`src/rtl/id_hazard_ctrl.sv`:
```
// id_hazard_ctrl: decode-stage register scoreboard.
// Each architectural register x1..x31 has a count of issued but not yet
// written-back writes. Decode is held on a RAW hazard against a pending
// register, or when the destination's pending count has reached MAX_PEND.
module id_hazard_ctrl #(
  parameter int unsigned MAX_PEND    = 3,
  parameter int unsigned STALL_CNT_W = 16
) (
  input  logic                   clk,
  input  logic                   reset,
  input  logic                   dec_valid,
  input  logic [4:0]             dec_rs1,
  input  logic [4:0]             dec_rs2,
  input  logic                   dec_use_rs1,
  input  logic                   dec_use_rs2,
  input  logic [4:0]             dec_rd,
  input  logic                   dec_wen,
  output logic                   issue_ready,
  output logic                   issue_fire,
  input  logic                   wb_valid,
  input  logic [4:0]             wb_rd,
  input  logic                   flush,
  output logic [31:0]            pending_mask,
  output logic [STALL_CNT_W-1:0] stall_cycles,
  output logic                   err
);

  localparam int unsigned   CW  = $clog2(MAX_PEND + 1);
  localparam logic [CW-1:0] SAT = CW'(MAX_PEND);

  // Entry 0 exists only so register indices can address the array directly;
  // it is held at zero, which makes x0 never pending.
  logic [CW-1:0]          cnt_q [32];
  logic [CW-1:0]          cnt_d [32];
  logic [STALL_CNT_W-1:0] stall_q, stall_d;
  logic                   err_q, err_d;

  logic raw1, raw2, waw;

  // Hazard detection from registered counts only (no writeback bypass).
  always_comb begin
    raw1        = dec_use_rs1 && (dec_rs1 != 5'd0) && (cnt_q[dec_rs1] != '0);
    raw2        = dec_use_rs2 && (dec_rs2 != 5'd0) && (cnt_q[dec_rs2] != '0);
    waw         = dec_wen && (dec_rd != 5'd0) && (cnt_q[dec_rd] == SAT);
    issue_ready = !(raw1 || raw2 || waw);
    issue_fire  = dec_valid && issue_ready;
  end

  // Per-register count update: issue increments, writeback decrements,
  // both together cancel, flush clears; underflow flags a protocol error.
  always_comb begin
    err_d    = err_q;
    cnt_d[0] = '0;
    for (int unsigned i = 1; i < 32; i++) begin
      logic inc, dec;
      inc      = issue_fire && dec_wen && (dec_rd == 5'(i));
      dec      = wb_valid && (wb_rd == 5'(i));
      cnt_d[i] = cnt_q[i];
      if (inc && !dec) begin
        cnt_d[i] = cnt_q[i] + CW'(1);
      end else if (dec && !inc) begin
        if (cnt_q[i] == '0) err_d = 1'b1;
        else                cnt_d[i] = cnt_q[i] - CW'(1);
      end
      if (flush) cnt_d[i] = '0;
    end
  end

  // Saturating count of cycles in which a valid instruction is held.
  always_comb begin
    stall_d = stall_q;
    if (dec_valid && !issue_ready && (stall_q != '1)) stall_d = stall_q + STALL_CNT_W'(1);
  end

  // State registers with asynchronous active-low reset.
  always_ff @(posedge clk or negedge reset) begin
    if (!reset) begin
      for (int unsigned i = 0; i < 32; i++) cnt_q[i] <= '0;
      stall_q <= '0;
      err_q   <= 1'b0;
    end else begin
      for (int unsigned i = 0; i < 32; i++) cnt_q[i] <= cnt_d[i];
      stall_q <= stall_d;
      err_q   <= err_d;
    end
  end

  // Output view of the registered state.
  always_comb begin
    pending_mask = '0;
    for (int unsigned i = 1; i < 32; i++) pending_mask[i] = (cnt_q[i] != '0);
    stall_cycles = stall_q;
    err          = err_q;
  end

endmodule

```
`config.mk`:
```
export PLATFORM = sky130hd
export DESIGN_NAME = id_hazard_ctrl
export DESIGN_NICKNAME = d
export VERILOG_FILES = /design/src/rtl/id_hazard_ctrl.sv
export SDC_FILE = /design/constraint.sdc
export NUM_CORES = 1
export LEC_CHECK = 0
export ABC_CLOCK_PERIOD_IN_PS = 3400
export BUFFER_PORTS_ARGS = -buffer_cell sky130_fd_sc_hd__clkbuf_2
export CAP_MARGIN = 20
export CORE_MARGIN = 8
export CORE_UTILIZATION = 45
export CTS_CLUSTER_DIAMETER = 50
export DETAILED_ROUTE_END_ITERATION = 8
export GPL_TIMING_DRIVEN = 0
export PLACE_DENSITY = 0.73
export SYNTH_ARGS = -nofsm -noshare
export SYNTH_HDL_FRONTEND = slang
export SYNTH_SLANG_ARGS = --single-unit
```
`constraint.sdc`:
```
create_clock -name clk -period 3.4 [get_ports clk]
set_input_delay 0.34 -clock clk [delete_from_list [all_inputs] [get_ports clk]]
set_output_delay 0.34 -clock clk [all_outputs]
set_load 0.005 [all_outputs]
```
# Yosys cells after proc, flatten, opt, wreduce, memory -nomap -nowiden
# Index checks and enable logic that the tools add are counted.
[totals]
output_inout_bits = 51
in_bits = 28
mem_count = 0
register_bits = 79
mem_bits_ro = 0
latchBits = 0
ramBits = 0
[op_classes]
add_sub_neg = 63
shift = 0
bitwise_logic = 3
mux = 226
n_reduce_logical = 328
div = 0
n_mul = 0
eq_ne = 95
n_lt_le_gt_ge = 3
[ops]
columns = ["cell", "count"]
rows = [
  ["$mux 2", 130],
  ["$eq 5x5->1 const B", 32],
  ["$logic_and 1x1->1", 134],
  ["$mux 1", 93],
  ["$ne 3x3->1 const B", 31],
  ["$reduce_bool 3->1", 31],
  ["$eq 5x4->1 const B", 16],
  ["$reduce_bool 2->1", 33],
  ["$logic_not 1->1", 63],
  ["$add 2x1->2 const B", 31],
  ["$logic_not 2->1", 31],
  ["$reduce_and 2->1", 31],
  ["$sub 2x1->2 const B", 31],
  ["$eq 5x3->1 const B", 8],
  ["$bmux 2 s5", 3],
  ["$eq 5x2->1 const B", 4],
  ["$ge 6x6->1 const B", 3],
  ["$not 5->6", 3],
  ["$add 16x1->16 const B", 1],
  ["$ne 16x16->1 const B", 1],
  ["$reduce_bool 5->1", 3],
  ["$eq 5x1->1 const B", 2],
  ["$eq 2x2->1 const B", 1],
  ["$logic_or 1x1->1", 2],
]

# Longest topological paths before layout
[depth]
ltp_word = 106
depth_mapped = 16

# Least setup slack after synthesis
# No wires, ideal clock.
[synth_timing]
kind = "input to register"
startpoint = "in dec_rd[0]"
endpoint = "reg err_q (netlist: err)"
n_path_buf = 4
setup_ns = 0.129
t_arrival_ns = 2.853
stages = 14
required_ns = 3.271
path_slack_ns = 0.418
path_cell_list = "buf_6 -> buf_6 -> mux4_2 -> nand3_1 -> nand3_1 -> nand2_1 -> nand2_1 -> a311oi_4 -> buf_6 -> buf_6 -> and3_4 -> a2bb2oi_2 -> nand4b_1 -> a2111o_1"
[synth_between]
elab_chain_cells = 105
elab_cells_between_ends = 259
classes_between = "eq/ne: 32; mux: 95; bitwise: 1; reduce/logical: 131"
[synth_rtl]
columns = ["element", "line", "text"]
rows = [
  ["start, declared", "16", "input logic [4:0] dec_rd,"],
  ["$not 5->6 (implied by the code)", "44", "waw = dec_wen && (dec_rd != 5'd0) && (cnt_q[dec_rd] == SAT);"],
  ["$bmux 2 s5", "44", ""],
  ["$mux 2 (implied by the code) (2 in a row)", "44", ""],
  ["$eq 2x2->1", "44", ""],
  ["$logic_and 1x1->1", "44", ""],
  ["$logic_or 1x1->1", "45", "issue_ready = !(raw1 || raw2 || waw);"],
  ["$logic_not 1->1", "45", ""],
  ["$logic_and 1x1->1", "46", "issue_fire = dec_valid && issue_ready;"],
  ["(+89 left out)", "-", ""],
  ["$mux 1", "59", "if (inc && !dec) begin"],
  ["$mux 1", "62", "if (cnt_q[i] == '0) err_d = 1'b1;"],
  ["$mux 1", "61", "end else if (dec && !inc) begin"],
  ["$mux 1", "59", ""],
  ["$mux 1", "62", ""],
  ["$mux 1", "61", ""],
  ["$mux 1 (*)", "59", ""],
  ["net err_d", "36", "logic err_q, err_d;"],
  ["end signal, assigned", "84", "err_q <= err_d;"],
  ["end, declared", "36", ""],
]
# The timed path passes the listed nets; every way through them passes the cells marked *. The select of a mux whose other input is x is not followed.
# A chain may end at the register's enable or synchronous reset.

# Final worst setup path
[layout_timing]
startpoint = "reg cnt_q[26] in the netlist's numbering"
endpoint = "reg err_q (netlist: err)"
[layout_between]
elab_chain_cells = 105
elab_cells_between_ends = 237
classes_between = "eq/ne: 1; mux: 101; reduce/logical: 135"
[layout_rtl]
columns = ["element", "line", "text"]
rows = [
  ["start, declared", "33", "logic [CW-1:0] cnt_q [32];"],
  ["$bmux 2 s5 (on tied branches)", "42, 43", ""],
  ["$mux 2 (on tied branches) (2 in a row)", "42, 43", ""],
  ["$reduce_bool 2->1 (on tied branches)", "42, 43", ""],
  ["$logic_and 1x1->1 (on tied branches)", "42, 43", ""],
  ["$logic_or 1x1->1 (2 in a row)", "45", ""],
  ["$logic_not 1->1", "45", ""],
  ["$logic_and 1x1->1", "46", ""],
  ["$logic_and 1x1->1 (2 in a row)", "56", "inc = issue_fire && dec_wen && (dec_rd == 5'(i));"],
  ["(+87 left out)", "-", ""],
  ["$mux 1", "59", ""],
  ["$mux 1", "62", ""],
  ["$mux 1", "61", ""],
  ["$mux 1", "59", ""],
  ["$mux 1", "62", ""],
  ["$mux 1", "61", ""],
  ["$mux 1 (*)", "59", ""],
  ["net err_d", "36", ""],
]
# Marks and branches as above.

==> qor.csv <==
stage;metric;value;unit
synthesis;synth_area;6230;µm²
worst_setup_path;cp.required;3.63;ns
timing;setup_viol;0;
worst_setup_path;slowest_delay;0.52;ns
route;via_count;6515;
placement;place_area;6840;µm²
worst_setup_path;cp-start-kind;flip-flop;
layout;multi_input_area;4080;µm²
clock_network;cts_root_buffer;clkbuf_16;
worst_setup_path;path_cells;mux4_2 -> a22oi_2 -> nand3_1 -> nand2_1 -> nand2_1 -> a311oi_4 -> buf_6 -> buf_4 -> and3_1 -> or3_1 -> nand4b_1 -> a2111o_1;
die;io_pins;79;
timing;worst_hold_slack;0.342;ns
layout;final_layout_size_suffix_gt1_frac;0.223;
route;wl;22.1;mm
grt;grt_max_degree;48;
route;first_pass_iters;8;
grt;grt_usage;0.246;
placement;port_buffers;70;
route;wl_per_cell;21.3;µm
layout;area.growth.synth_to_final;18.3;%
run;max-cap-violations;0;
die;die_x;134;µm
clock_network;clk_pin_slew;0.07;ns
worst_setup_path;worstSetupEndpointType;flip-flop;
synthesis;ys_types;71;
synthesis;synth_seq_area_share;0.317;
clock_network;clock_latency;0.36;ns
placement;dp_hpwl;16.9;mm
worst_setup_path;crit_fanout;7;
clock_network;cts_max_level;3;
route;drt_iter0_drc;804;
timing;finalCritPeriodShare;0.978;
run_status;status;complete, no violations;
synthesis;synth_area_per_cell;8.18;µm²
die;die_area;17900;µm²
worst_setup_path;crit_path_frequent_cell;nand2_1;
synthesis;synth_edf_count;0;
clock_network;cts_tree;done;
timing;slew_headroom;0.456;
synthesis;synthArstFlopShare;1.00;
timing;slew_viol_final;0;
synthesis;synth_top_area_share;0.317;
synthesis;synth_area_leaders;dfrtp_1 (32%), mux4_2 (9.4%), nor2_1 (6.5%);
timing;finalCriticalPeriod;3.32;ns
clock_network;cts.path.max_buffers;2;
grt;grt_pass1_wl;34.0;mm
layout;finalNetCount;880;
timing;skew;0.00949;ns
layout;seqCellArea;1980;µm²
worst_setup_path;cp_num_buf_inv;2;
synthesis;ys.flop_type;dfrtp_1;
timing;fmax;301;MHz
clock_network;cts.sinks;79;
synthesis;synth-seq-cells;79;
die;coreArea;13700;µm²
synthesis;ys_warn_count;0;
die;std_cell_rows;43;
layout;fin_area;7370;µm²
layout;n_antenna_cell;0;
worst_setup_path;critPathSlowestCell;mux4_2;
synthesis;syn-num-nets;791;
placement;gp_congestion;1.02;
timing;hold_viol;0;
pwr;powerDensity;319;nW/µm²
worst_setup_path;critPathKind;reg -> reg;
worst_setup_path;cp_top_family;compound AO/OA/AOI/OAI gates;
die;die_height;134;µm
route;drc_errors;0;
timing;worstMarginPinSlew;0.809;ns
worst_hold_path;min_path_type;in -> reg;
route;via_per_inst;6.29;
layout;fillers;1338;
pwr;vdd_drop_max;204;µV
grt;grt_overflow;0;
grt;antenna_found_initial;0;
grt;grt_pass1_vias;5973;
die;start_util;0.454;
route;antenna_left;0;
synthesis;syn_inst;762;
timing;rsz0062_at_grt;false;
pwr;leakage;3.40;nW
worst_setup_path;arrival;3.55;ns
synthesis;yosys.area.top_type;dfrtp_1;
clock_network;numCtsBuffers;9;
==> worst register-to-register path, stage by stage, from the launching register on <==
cell and delay [ns]:
dfrtp_2 0.44, mux4_2 0.52, a22oi_2 0.21, nand3_1 0.09, nand2_1 0.09, nand2_1 0.09
a311oi_4 0.41, buf_6 0.19, buf_4 0.12, and3_1 0.21, or3_1 0.23, nand4b_1 0.16
a2111o_1 0.43
==> logic make-up after synthesis <==
kind of cell	count (synthesis)	share of synthesized area
buffers and inverters	76	0.0544
XOR/XNOR	18	0.0253
multiplexers	35	0.109
flip-flops	79	0.317
other	1	0.000602
AO/OA/AOI/OAI	204	0.215
adder cells (fa/ha/maj)	1	0.00201
AND/OR/NAND/NOR	348	0.276
==> cell usage in the layout (no fill, tap or decap), types with 7 or more instances in the layout <==
master and n:
dfrtp_1 74, o21ai_0 46, a21oi_1 52, nor3b_1 7, nand2_1 59, nor3_1 27
nor2_2 14, clkbuf_2 70, a211oi_1 27, nor2b_1 12, or2_2 10, nand2b_1 12
buf_2 8, clkbuf_1 15, and3_1 19, mux2i_1 8, nor2_4 9, o211ai_1 10
inv_1 39, and2_1 26, mux4_2 26, a31oi_1 11, nand3_1 36, nor2_1 85
clkbuf_16 9, xnor2_1 12, buf_4 9
==> flip-flops by register name (all words and copies together) (netlist names) <==
signal and cells:
err 1, cnt_q 62, stall_cycles 16
==> power breakdown <==
| group | total [mW] | switching (mW) | leakage (nW) | internal [mW] |
|---|---|---|---|---|
| logic | 0.376 | 0.236 | 2.19 | 0.140 |
| registers | 1.00 | 0.0366 | 1.07 | 0.967 |
| clock network | 0.973 | 0.454 | 0.144 | 0.519 |
| total | 2.35 | 0.727 | 3.40 | 1.63 |
==> metrics by stage <==
| step | cells | TNS, ns | utilization | setup WS [ns] | power [mW] |
|---|---|---|---|---|---|
| global placement | 1012 | -3.67 | 0.496 | -0.661 | 1.36 |
| finish | 1036 | 0 | 0.538 | 0.0756 | 2.35 |
| CTS | 1032 | 0 | 0.523 | 0.000653 | 2.36 |
| floorplan | 762 | 0 | - | 0.418 | 1.21 |
| global route | 1036 | 0 | 0.538 | 0.000530 | 2.45 |
| detailed placement | 1013 | -4.46 | 0.498 | -0.701 | 1.37 |
==> per-layer routing <==
| layer | track usage | up-vias | wire [µm] |
|---|---|---|---|
| met5 | 0 | - | 0 |
| met4 | 0.130 | 0 | 967 |
| met3 | 0.0580 | 67 | 2480 |
| met2 | 0.364 | 392 | 9690 |
| met1 | 0.326 | 3097 | 8940 |
| li1 | - | 2959 | - |
==> cell usage after synthesis, types with 13 or more instances <==
cell type,count
a211oi_1,28
a21oi_1,52
and2_1,26
and3_1,19
clkbuf_1,17
dfrtp_1,79
inv_1,39
mux4_2,26
nand2_1,60
nand3_1,36
nor2_1,108
nor2b_1,13
nor3_1,29
o21ai_0,46
==> path summary, 6_finish.rpt <==
check / slack (ns) / start / cells after the start / to
max: 0.08 / cnt_q[26] / 12 / err
max in group asynchronous: 2.27 / reset / 3 / cnt_q[58]
min: 0.34 / flush / 2 / cnt_q[0]
min reg2reg: 0.48 / stall_cycles[10] / 1 / stall_cycles[10]
min in group asynchronous: 0.51 / reset / 2 / cnt_q[42]
max reg2reg: 0.08 / cnt_q[26] / 12 / err
==> repair_timing <==
item | in CTS | in global routing
hold endpoints to repair | 26 | 0
buffers inserted | 3 | 5
hold buffers | 1 | 0
resized for setup | 5 | 48
pin swaps | 1 | 4
endpoints found under the setup margin | 10 | 13
==> final cells by class <==
class | count | share of cell area
Clock buffer | 9 | 0.0305
Buffer | 35 | 0.0260
Timing Repair Buffer | 80 | 0.0611
Multi-Input combinational cell | 607 | 0.553
Inverter | 39 | 0.0199
Clock inverter | 7 | 0.0105
Sequential cell | 79 | 0.269
Tap cell | 180 | 0.0305
Power figures use the tool's default switching activity.
